**config.mk**
```make
export PLATFORM = sky130hd
export DESIGN_NAME = pc_fetch_sequencer_flat
export DESIGN_NICKNAME = d
export VERILOG_FILES = /design/src/rtl/pc_fetch_sequencer_pkg.sv /design/src/rtl/pc_fetch_sequencer_if.sv /design/src/rtl/pc_fetch_sequencer_next_pc_mux.sv /design/src/rtl/pc_fetch_sequencer.sv /design/src/flat_wrapper.sv
export SDC_FILE = /design/constraint.sdc
export NUM_CORES = 1
export LEC_CHECK = 0
export BUFFER_PORTS_ARGS = -buffer_cell sky130_fd_sc_hd__buf_2
export CAP_MARGIN = 20
export CORE_UTILIZATION = 45
export DETAILED_ROUTE_END_ITERATION = 12
export GPL_TIMING_DRIVEN = 0
export PLACE_DENSITY_LB_ADDON = 0.15
export SYNTH_ARGS = -nofsm -noshare
export SYNTH_HDL_FRONTEND = slang
export SYNTH_SLANG_ARGS = --single-unit
export TNS_END_PERCENT = 1
```
**constraint.sdc**
```tcl
create_clock -name clk -period 3.22 [get_ports clk]
set_input_delay 0.322 -clock clk [delete_from_list [all_inputs] [get_ports clk]]
set_output_delay 0.322 -clock clk [all_outputs]
set_load 0.1 [all_outputs]
```
**src/rtl/pc_fetch_sequencer_pkg.sv**
```systemverilog
// Shared types and defaults for the PC fetch sequencer.
// State encoding, next-PC select encoding and the default reset PC.
package pc_seq_pkg;

  typedef enum logic [1:0] {
    IDLE,
    FETCH,
    ISSUE,
    HALTED
  } state_t;

  typedef enum logic [1:0] {
    SEL_SEQ,
    SEL_BR,
    SEL_JMP
  } sel_t;

  localparam logic [31:0] DEFAULT_RESET_PC = 32'h0000_0000;

endpackage

```
**src/rtl/pc_fetch_sequencer_if.sv**
```systemverilog
// Instruction-memory req/ack bus between the fetch sequencer (master) and memory (slave).
interface pc_fetch_sequencer_if #(
  parameter int AW = 32
);

  logic          req;
  logic [AW-1:0] addr;
  logic          ack;
  logic [31:0]   rdata;

  modport master (output req, output addr, input ack, input rdata);
  modport slave  (input req, input addr, output ack, output rdata);

endinterface

```
**src/rtl/pc_fetch_sequencer_next_pc_mux.sv**
```systemverilog
// Combinational next-PC select (jump > branch > sequential) plus the +1 adder
// that feeds the registered pc_plus_1.
module next_pc_mux
  import pc_seq_pkg::*;
#(
  parameter int AW = 32
) (
  input  logic [AW-1:0] pc,
  input  logic          jump,
  input  logic [AW-1:0] jump_target,
  input  logic          branch_taken,
  input  logic [AW-1:0] branch_target,
  output logic [AW-1:0] next_pc,
  output logic [AW-1:0] next_pc_plus_1
);

  sel_t sel;

  always_comb begin
    sel = SEL_SEQ;
    if (jump) begin
      sel = SEL_JMP;
    end else if (branch_taken) begin
      sel = SEL_BR;
    end
  end

  always_comb begin
    next_pc = pc + AW'(1);
    case (sel)
      SEL_JMP: next_pc = jump_target;
      SEL_BR:  next_pc = branch_target;
      default: next_pc = pc + AW'(1);
    endcase
  end

  assign next_pc_plus_1 = next_pc + AW'(1);

endmodule

```
**src/rtl/pc_fetch_sequencer.sv**
```systemverilog
// Program-counter owner and instruction-fetch sequencer (IDLE/FETCH/ISSUE/HALTED).
// Optional PC_BOUND_CHECK_EN halts with a sticky fault when a new PC exceeds PC_LIMIT.
module pc_fetch_sequencer
  import pc_seq_pkg::*;
#(
  parameter int            AW       = 32,
  parameter logic [AW-1:0] RESET_PC = AW'(DEFAULT_RESET_PC),
  parameter logic [AW-1:0] PC_LIMIT = AW'(32'h0000_03FF)
) (
  input  logic                 clk,
  input  logic                 rst,
  input  logic                 start,
  input  logic                 stall,
  input  logic                 jump,
  input  logic [AW-1:0]        jump_target,
  input  logic                 branch_taken,
  input  logic [AW-1:0]        branch_target,
  input  logic                 halt_req,
  pc_fetch_sequencer_if.master imem,
  output logic [31:0]          instr,
  output logic                 instr_valid,
  output logic [AW-1:0]        pc,
  output logic [AW-1:0]        pc_plus_1,
  output logic                 busy,
  output logic                 fault
);

  state_t        state;
  state_t        state_d;
  logic          pc_load;
  logic          instr_load;
  logic          fault_set;
  logic [AW-1:0] next_pc;
  logic [AW-1:0] next_pc_plus_1;

  next_pc_mux #(.AW(AW)) u_next_pc_mux (
    .pc             (pc),
    .jump           (jump),
    .jump_target    (jump_target),
    .branch_taken   (branch_taken),
    .branch_target  (branch_target),
    .next_pc        (next_pc),
    .next_pc_plus_1 (next_pc_plus_1)
  );

  always_ff @(posedge clk or posedge rst) begin
    if (rst) begin
      state     <= IDLE;
      pc        <= RESET_PC;
      pc_plus_1 <= RESET_PC + AW'(1);
      instr     <= '0;
    end else begin
      state <= state_d;
      if (pc_load) begin
        pc        <= next_pc;
        pc_plus_1 <= next_pc_plus_1;
      end
      if (instr_load) begin
        instr <= imem.rdata;
      end
    end
  end

  // Redirect and halt inputs only matter on the accept cycle (ISSUE with no stall).
  always_comb begin
    state_d    = state;
    pc_load    = 1'b0;
    instr_load = 1'b0;
    fault_set  = 1'b0;
    case (state)
      IDLE: begin
        if (start) state_d = FETCH;
      end
      FETCH: begin
        if (imem.ack) begin
          instr_load = 1'b1;
          state_d    = ISSUE;
        end
      end
      ISSUE: begin
        if (!stall) begin
          if (halt_req) begin
            state_d = HALTED;
          end else begin
            pc_load = 1'b1;
            state_d = FETCH;
`ifdef PC_BOUND_CHECK_EN
            if (next_pc > PC_LIMIT) begin
              state_d   = HALTED;
              fault_set = 1'b1;
            end
`endif
          end
        end
      end
      HALTED: state_d = HALTED;
      default: state_d = IDLE;
    endcase
  end

  assign imem.req    = (state == FETCH);
  assign imem.addr   = pc;
  assign instr_valid = (state == ISSUE);
  assign busy        = (state == FETCH) || (state == ISSUE);

`ifdef PC_BOUND_CHECK_EN
  always_ff @(posedge clk or posedge rst) begin
    if (rst) begin
      fault <= 1'b0;
    end else if (fault_set) begin
      fault <= 1'b1;
    end
  end
`else
  localparam logic [AW-1:0] unused_pc_limit = PC_LIMIT;
  logic unused_fault_set;
  assign unused_fault_set = fault_set;
  assign fault            = 1'b0;
`endif

endmodule

```
**src/flat_wrapper.sv**
```systemverilog
// flat-port wrapper written by rule: the top's interface ports become plain ports
module pc_fetch_sequencer_flat import pc_seq_pkg::*;
#(
  parameter int            AW       = 32,
  parameter logic [AW-1:0] RESET_PC = AW'(DEFAULT_RESET_PC),
  parameter logic [AW-1:0] PC_LIMIT = AW'(32'h0000_03FF)
)
  (clk, rst, start, stall, jump, jump_target, branch_taken, branch_target, halt_req, instr, instr_valid, pc, pc_plus_1, busy, fault, imem_req, imem_addr, imem_ack, imem_rdata);
  pc_fetch_sequencer_if #(.AW(AW)) imem_i ();
  input  logic clk;
  input  logic rst;
  input  logic start;
  input  logic stall;
  input  logic jump;
  input  logic [AW-1:0] jump_target;
  input  logic branch_taken;
  input  logic [AW-1:0] branch_target;
  input  logic halt_req;
  output logic [31:0] instr;
  output logic instr_valid;
  output logic [AW-1:0] pc;
  output logic [AW-1:0] pc_plus_1;
  output logic busy;
  output logic fault;
  output wire logic [$bits(imem_i.req)-1:0] imem_req;
  output wire logic [$bits(imem_i.addr)-1:0] imem_addr;
  input wire logic [$bits(imem_i.ack)-1:0] imem_ack;
  input wire logic [$bits(imem_i.rdata)-1:0] imem_rdata;
  assign imem_req = imem_i.req;
  assign imem_addr = imem_i.addr;
  assign imem_i.ack = imem_ack;
  assign imem_i.rdata = imem_rdata;
  pc_fetch_sequencer #(.AW(AW), .RESET_PC(RESET_PC), .PC_LIMIT(PC_LIMIT)) u_core (.clk(clk), .rst(rst), .start(start), .stall(stall), .jump(jump), .jump_target(jump_target), .branch_taken(branch_taken), .branch_target(branch_target), .halt_req(halt_req), .imem(imem_i), .instr(instr), .instr_valid(instr_valid), .pc(pc), .pc_plus_1(pc_plus_1), .busy(busy), .fault(fault));
endmodule
```
# ---- Yosys cells after proc, flatten, opt, wreduce, memory -nomap -nowiden
# Index checks and enable logic that the tools add are counted.
dict set report classes {
  addsub 2
  mux 13
  n_eq_ne 8
  n_reduce_logical 3
}
# operator count
set op_table {}
lappend op_table {{32-bit by 1-bit adder with 32-bit output, second input constant} 2}
lappend op_table {{32-bit case mux with 2 select lines} 1}
lappend op_table {{2-bit two-way mux} 5}
lappend op_table {{2-bit case mux with 4 select lines} 1}
lappend op_table {{2-bit equality test, second input constant} 3}
lappend op_table {{1-bit two-way mux} 6}
lappend op_table {{2-bit by 1-bit equality test with 1-bit output, second input constant} 2}
lappend op_table {{2-bit != test, second input constant} 2}
lappend op_table {{3-bit AND reduction} 1}
lappend op_table {{2-bit zero test} 1}
lappend op_table {{2-bit by 1-bit != test with 1-bit output, second input constant} 1}
lappend op_table {{1-bit logical OR} 1}
dict set report word_totals {
  elab_cells 30
  out_inout_bits 132
  in_bits 104
  regBits 98
}

# ---- Logic depth before layout (Yosys ltp)
# Gate-level depths: netlist of the first run.
dict set report depth {
  ltp_word 5
  depth_mapped 12
  ltp_nobuf 11
}

# ---- Cells and area by module
# A second synthesis of the first run with hierarchy kept.
dict set report hier_totals {
  hier_cells 567
  area_unflattened_um2 6502.5
}
# module cells_each instances seq_area_each_um2 area_each_um2
set modules_own_cells {}
lappend modules_own_cells {pc_fetch_sequencer 255 1 2453.6 4287.9}
lappend modules_own_cells {next_pc_mux 312 1 0.0 2214.6}

# ---- Worst setup path before layout of the first run
# Ideal clock, no wire load.
dict set report synth_timing {
  path_kind {register -> register}
  from {reg u_core.pc[0] (netlist: u_core.imem.addr[0])}
  to {reg u_core.pc_plus_1[28]}
  period_less_slack_ns 4.040
  arrival_time_ns 3.912
  slack_ns -0.820
  n_path_buf 0
  setup_ns 0.128
  stages_incl_launch_ff 12
  required_time_ns 3.092
  cell_sequence {dfrtp_1 ha_1 mux2i_1 o21ai_0 ha_1 inv_1 a2111oi_0 and2_1 nand4_1 or4_1 nor4_1 mux2_1}
}
dict set report synth_via {
  elab_chain_cells 3
}
# item line
set synth_rtl {}
lappend synth_rtl {{start, declared} pc_fetch_sequencer.sv:22} ;# output logic [AW-1:0] pc,
lappend synth_rtl {{start signal, assigned} pc_fetch_sequencer.sv:55} ;# pc <= next_pc;
lappend synth_rtl {{32-bit by 1-bit adder with 32-bit output} pc_fetch_sequencer_next_pc_mux.sv:33} ;# default: next_pc = pc + AW'(1);
lappend synth_rtl {{32-bit case mux with 2 select lines} pc_fetch_sequencer_next_pc_mux.sv:30} ;# case (sel)
lappend synth_rtl {{net u_core.next_pc[1]} pc_fetch_sequencer.sv:33} ;# logic [AW-1:0] next_pc;
lappend synth_rtl {{32-bit by 1-bit adder with 32-bit output} pc_fetch_sequencer_next_pc_mux.sv:37} ;# assign next_pc_plus_1 = next_pc + AW'(1);
lappend synth_rtl {{end signal, assigned} pc_fetch_sequencer.sv:50} ;# pc_plus_1 <= RESET_PC + AW'(1);
lappend synth_rtl {{end signal, assigned} pc_fetch_sequencer.sv:56} ;# pc_plus_1 <= next_pc_plus_1;
lappend synth_rtl {{end, declared} pc_fetch_sequencer.sv:23} ;# output logic [AW-1:0] pc_plus_1,
# The timed path passes the listed nets, and every way through them passes these cells.
# A chain may end at the register's enable or synchronous reset.

# ---- Worst setup path after layout of the first run
dict set report layout_timing {
  from {reg u_core.pc[1] (netlist: u_core.imem.addr[1])}
  to {reg u_core.pc_plus_1[27]}
}
dict set report layout_via {
  elab_chain_cells 3
}
# item line
set layout_rtl {}
lappend layout_rtl {{32-bit by 1-bit adder with 32-bit output} pc_fetch_sequencer_next_pc_mux.sv:33}
lappend layout_rtl {{32-bit case mux with 2 select lines} pc_fetch_sequencer_next_pc_mux.sv:30}
lappend layout_rtl {{32-bit by 1-bit adder with 32-bit output} pc_fetch_sequencer_next_pc_mux.sv:37}
# No other way between the ends.

==> results of run 1 <==
## worst max-delay path: stages (launching register included)
cell and delay [ps]:
dfrtp_2 490, ha_4 190, nand4_1 250, buf_4 250, nor3_4 290, a41oi_2 200, a211o_4 400, or4_4 580
or4_1 490, a31oi_1 180
## cell type report
type	count	area, um^2	share of cell area (%)
clock inverter	5	63.81	0.7432
timing repair buffer	282	1558	18.14
buffer	73	500.5	5.829
inverter	10	40.04	0.4663
clock buffer	11	242.7	2.827
multi-input combinational	476	3481	40.54
tap	172	215.2	2.507
sequential	98	2482	28.91
antenna	1	2.502	0.02915
## logic make-up (layout without fill, tap and decap cells)
family	after synthesis	in the layout	share of synthesized area (%)
fa+ha+maj	8	8	1.664
mux	40	40	7.424
simple gates	256	256	22.02
buf+inv	84	381	7.736
flops	98	98	40.78
compound gates	139	139	15.66
other cells	1	2	0.06232
xor+xnor	32	32	4.658
## repair_timing
item,CTS,global route
resized for setup,43,10
hold buffers,1,0
endpoints found under the hold margin,10,0
pin swaps,19,21
buffers inserted,35,11
setup endpoints to repair,16,13
## sequential cells by signal (all words and copies together), names as in the netlist
name,count
u_core.imem.addr,32
u_core.pc_plus_1,32
u_core.state,2
u_core.instr,32
## worst paths after layout
path,startpoint,to,slack (ps),cells past startpoint
max,u_core.imem.addr[1],u_core.pc_plus_1[27],-180,9
min,imem_rdata[14],u_core.instr[14],200,2
max reg2reg,u_core.imem.addr[1],u_core.pc_plus_1[27],-180,9
min reg2reg,u_core.pc_plus_1[7],u_core.pc_plus_1[7],470,2
max in group asynchronous,rst,u_core.pc_plus_1[0],1970,4
min in group asynchronous,rst,u_core.instr[24],530,3
## metal layers
layer / GRT usage, % / up-vias / routed length [um]
li1: - / 2952 / -
met1: 38.70 / 3175 / 8942
met2: 52.43 / 285 / 10720
met3: 4.264 / 44 / 1260
met4: 13.62 / 0 / 634
met5: 0 / - / 0
## cells in the final DEF (no fill, tap or decap), types with 8 or more instances in the layout
cell	synthesis	final
and2_1	11	11
inv_1	10	9
xor2_1	8	8
dfrtp_1	97	74
nor3_1	13	11
nor2_1	27	26
buf_6	1	12
or4_4	2	8
nand4_1	25	25
clkbuf_16	0	9
o22ai_1	11	11
buf_2	12	236
a22oi_1	9	9
mux2_2	35	35
xnor2_1	24	22
nand2_1	99	95
dfrtp_2	0	23
a21oi_1	10	8
nand3_1	21	18
nor4_1	16	8
clkbuf_1	22	16
buf_4	34	78
o21ai_0	46	45
## stage by stage
stage / setup TNS (ps) / util (%) / worst slack, ps
after global placement: -100500 / 59.38 / -1222
after CTS: -190.3 / 65.81 / -66.49
final: -374.6 / 66.95 / -178.3
after floorplan: -1301 / - / -274.3
after global routing: -1397 / 66.95 / -244.0
after detailed placement: -14770 / 59.61 / -1270
==> metrics.cfg, run 1 <==
[run_status]
status = complete, but fails checks
violations = negative setup slack

[timing]
fin_crit_ps = 3398
max_freq_ghz = 0.2943
setup_violations = 5
timing.slew.headroom_pct = 44.90
clock_skew_ps = 5.107
finalCritPeriodShare_pct = 105.5
hold_ws_ps = 198.7
rsz0062_at_grt = true
slew_violations = 0
hold_viol = 0
worst_pin_slew_ps = 826.5
layout_setup_ws_ps = -178.3

[die]
core_area_mm2 = 0.01282
die_y_um = 117.6
initial_core_util_pct = 46.92
dieArea_mm2 = 0.01384
die_w_um = 117.6
io_pins = 236
rows = 41

[synth]
synth_top_area_share_pct = 40.34
syn_avg_cell_area_um2 = 9.144
synth_ff_type = dfrtp_1
synth_most_common_cell = nand2_1
yosysSeqAreaShare_pct = 40.78
synth_seq_cells = 98
synth-edff-count = 0
netlist_instances = 658
yosys_warnings = 0
async_reset_ff_share_pct = 100.0
syn_nets = 770
synthTopCellsByCount = nand2_1 (99), dfrtp_1 (97), o21ai_0 (46)
netlist_area_mm2 = 0.006017
yosys.area.top_type = dfrtp_1
ys_top_cells_by_area = dfrtp_1 (40%), mux2_2 (6.6%), nand2_1 (6.2%)
synth.distinct_cells = 68

[placed_design]
place_area_mm2 = 0.007645
placed_cells = 1065
place.gp.congestion = 0.9182
dp_hpwl_mm = 15.66
portBuffers = 234

[job]
maxCapViolations = 0

[grt]
grt_pass1_wl_mm = 33.19
grt_use_total_pct = 30.76
overflow = 0
grt_pass1_vias = 6228
grt_max_degree = 68
antenna_found_initial = 1

[drt]
dr.pass1.iters = 7
ant_nets = 0
postRouteWirelength_mm = 21.56
drc = 0
wl_per_cell_um = 19.11
viasPerCell = 5.723
first_iter_violations = 455
vias = 6456

[layout]
layout-drive-gt1-share_pct = 49.21
postLayoutCellArea_mm2 = 0.008586
area_delta_synth_final_pct = 42.69
layout.cells.non_filler = 1128
fill_cells = 1068
fin_nets = 1062

[setup_path]
required_ps = 3490
endpoint_kind = register
cp_max_fo = 5
critPathArrivalTime_ps = 3670
worstSetupPathType = register to register
worst_setup_path_start_kind = register

[clock_network]
clock_path_buffers = 2
clock_tree.root_cell = clkbuf_16
numCtsBuffers = 9
clk_latency_ps = 350
cts_tree = done
clock_sinks = 98
h-tree-depth = 3
clk_pin_slew_ps = 70

[min_path]
hold_path.class = input pin to register

Power of run 1 is not shown: default switching activity piles up to over one toggle a cycle in this logic, so the estimate is an artifact.
==> run 2: changes to the inputs <==
--- a/config.mk
+++ b/config.mk
@@ -5,7 +5,7 @@
 export SDC_FILE = /design/constraint.sdc
 export NUM_CORES = 1
 export LEC_CHECK = 0
-export BUFFER_PORTS_ARGS = -buffer_cell sky130_fd_sc_hd__buf_2
+export BUFFER_PORTS_ARGS = -buffer_cell sky130_fd_sc_hd__clkbuf_2
 export CAP_MARGIN = 20
 export CORE_UTILIZATION = 45
 export DETAILED_ROUTE_END_ITERATION = 12
==> run 2 against run 1 <==
Effect of this change: the flow still finishes with violations (negative setup slack); global-route usage is 0.63 points lower; final cell count is 0.44% lower; final area shrank 0.41%; critical path type unchanged.
==> metrics.cfg, run 2 (same netlist as run 1, synthesis figures left out) <==
[run_status]
status = complete, but fails checks  ; unchanged
violations = negative setup slack  ; unchanged

[die]
die_w_um = 117.6  ; unchanged
rows = 41  ; unchanged
dieArea_mm2 = 0.01384  ; unchanged
initial_core_util_pct = 46.92  ; unchanged
core_area_mm2 = 0.01282  ; unchanged
die_y_um = 117.6  ; unchanged
io_pins = 236  ; unchanged

[setup_path]
worstSetupPathType = register to register  ; unchanged
cp_num_buf_inv = 0  ; was 1
cp_max_fo = 7  ; was 5
worst_setup_path_start_kind = register  ; unchanged
worstPathCellList = ha_4 -> nand4_1 -> or4_4 -> a31o_4 -> nor4b_4 -> nand3_4 -> or4_4 -> or4_1 -> a31oi_1  ; was ha_4 -> nand4_1 -> buf_4 -> nor3_4 -> a41oi_2 -> a211o_4 -> or4_4 -> or4_1 -> a31oi_1
critPathArrivalTime_ps = 3610  ; was 3670 ps
cp_top_family = simple AND/OR/NAND/NOR gates  ; unchanged
required_ps = 3490  ; about the same
crit_path_top_delay_cell = or4_4  ; unchanged
cp_common_cell = or4_4
endpoint_kind = register  ; unchanged
slowest_delay_ps = 600  ; was 580 ps

[drt]
ant_nets = 0  ; unchanged
wl_per_cell_um = 18.84  ; was 19.11 um
dr.pass1.iters = 5  ; was 7
viasPerCell = 5.696  ; was 5.723
drc = 0  ; unchanged
vias = 6397  ; was 6456
first_iter_violations = 474  ; was 455
postRouteWirelength_mm = 21.15  ; was 21.56 mm

[timing]
slew_violations = 0  ; unchanged
hold_viol = 0  ; unchanged
rsz0062_at_grt = true  ; unchanged
max_freq_ghz = 0.2996  ; was 0.2943 GHz
timing.slew.headroom_pct = 44.10  ; was 44.90%
layout_setup_ws_ps = -117.8  ; was -178.3 ps
fin_crit_ps = 3338  ; was 3398 ps
worst_pin_slew_ps = 838.5  ; was 826.5 ps
setup_violations = 4  ; was 5
finalCritPeriodShare_pct = 103.7  ; was 105.5%
hold_ws_ps = 7.945  ; was 198.7 ps
clock_skew_ps = 7.492  ; was 5.107 ps

[grt]
overflow = 0  ; unchanged
grt_pass1_vias = 6244  ; was 6228
antenna_found_initial = 0  ; was 1
grt_max_degree = 62  ; was 68
grt_use_total_pct = 30.13  ; was 30.76%
grt_pass1_wl_mm = 32.65  ; was 33.19 mm

[layout]
area_delta_synth_final_pct = 42.11  ; was 42.69%
insertedDiodeCount = 0  ; was 1
mostFrequentLayoutCells = clkbuf_2 (240), nand2_1 (94), dfrtp_1 (74), buf_4 (71), o21ai_0 (45)  ; was buf_2 (236), nand2_1 (95), buf_4 (78), dfrtp_1 (74), o21ai_0 (45)
layout-drive-gt1-share_pct = 49.32  ; was 49.21%
fin_nets = 1058  ; was 1062
layout_commonest_cell = clkbuf_2  ; was buf_2

[placed_design]
portBuffers = 234  ; unchanged
dp_hpwl_mm = 15.50  ; was 15.66 mm
place.gp.congestion = 0.9159  ; was 0.9182

[min_path]
hold_path.class = input pin to async pin  ; was input pin to register

[clock_network]
clk_latency_ps = 350  ; about the same
clk_pin_slew_ps = 70  ; about the same
cts_tree = done  ; unchanged
clock_tree.root_cell = clkbuf_16  ; unchanged
numCtsBuffers = 9  ; unchanged
hold_buffers = 0  ; was 1
clock_sinks = 98  ; unchanged
clock_path_buffers = 2  ; unchanged
h-tree-depth = 3  ; unchanged

[job]
maxCapViolations = 0  ; unchanged

run 2: changes by cell type in the layout (fill, tap and decap cells not counted), sizes merged:
cell         previous run  this run
diode                   1         0
inv                    11        12
clkbuf                 33       266
dlygate4sd3             1         0
buf                   332        95
run 2: layer usage:
metal  vias up  wire [um]  track usage (%)
met3        48       1420            4.506
li1       2939          -                -
met5         -          0                0
met1      3112       8710            38.08
met2       298      10360            51.03
met4         0        660            13.06
run 2: path summary, 6_finish.rpt:
kind | from | to | slack (ps) | cells after the start
worst max register to register | u_core.imem.addr[1] | u_core.pc_plus_1[27] | -120 | 9
min in group clk | imem_rdata[17] | u_core.instr[17] | 200 | 2
worst min register to register | u_core.pc_plus_1[7] | u_core.pc_plus_1[7] | 480 | 2
max in group asynchronous | rst | u_core.imem.addr[5] | 2520 | 3
worst min-delay path | rst | u_core.instr[28] | 8 | 2
worst max-delay path | u_core.imem.addr[1] | u_core.pc_plus_1[27] | -120 | 9
run 2: cell type report:
class,instances,area [um^2]
multi-input combinational,476,3471
inverter,10,40.04
tap,172,215.2
sequential,98,2482
fill,1087,4274
buffer,74,511.7
clock inverter,6,72.57
timing repair buffer,277,1529
clock buffer,10,229.0
run 2: through the flow:
step           std cells  setup TNS, ps  worst slack, ps  util [%]  instance area, um^2
3_5_place_dp        1065         -15800            -1370     59.61                 7645
6_report            1123         -358.1           -117.8     66.67                 8551
2_1_floorplan        658          -1301           -274.3         -                 6228
3_3_place_gp        1064         -93180            -1218     59.38                 7615
5_1_grt             1123         -817.7           -215.2     66.67                 8551
4_1_cts             1113         -315.8           -97.88     65.40                 8387
run 2: what timing repair did:
action,4_1_cts,5_1_grt
endpoints found under the setup margin,16,14
resized for setup,40,16
setup buffers,32,10
pin swaps,18,10
run 2: worst register-to-register path, cell delays in order, from the launching register on:
cell and delay [ps]:
dfrtp_2 520, ha_4 190, nand4_1 140, or4_4 440, a31o_4 270, nor4b_4 300, nand3_4 130, or4_4 600
or4_1 480, a31oi_1 190
Power of run 2 is left out for the same reason.
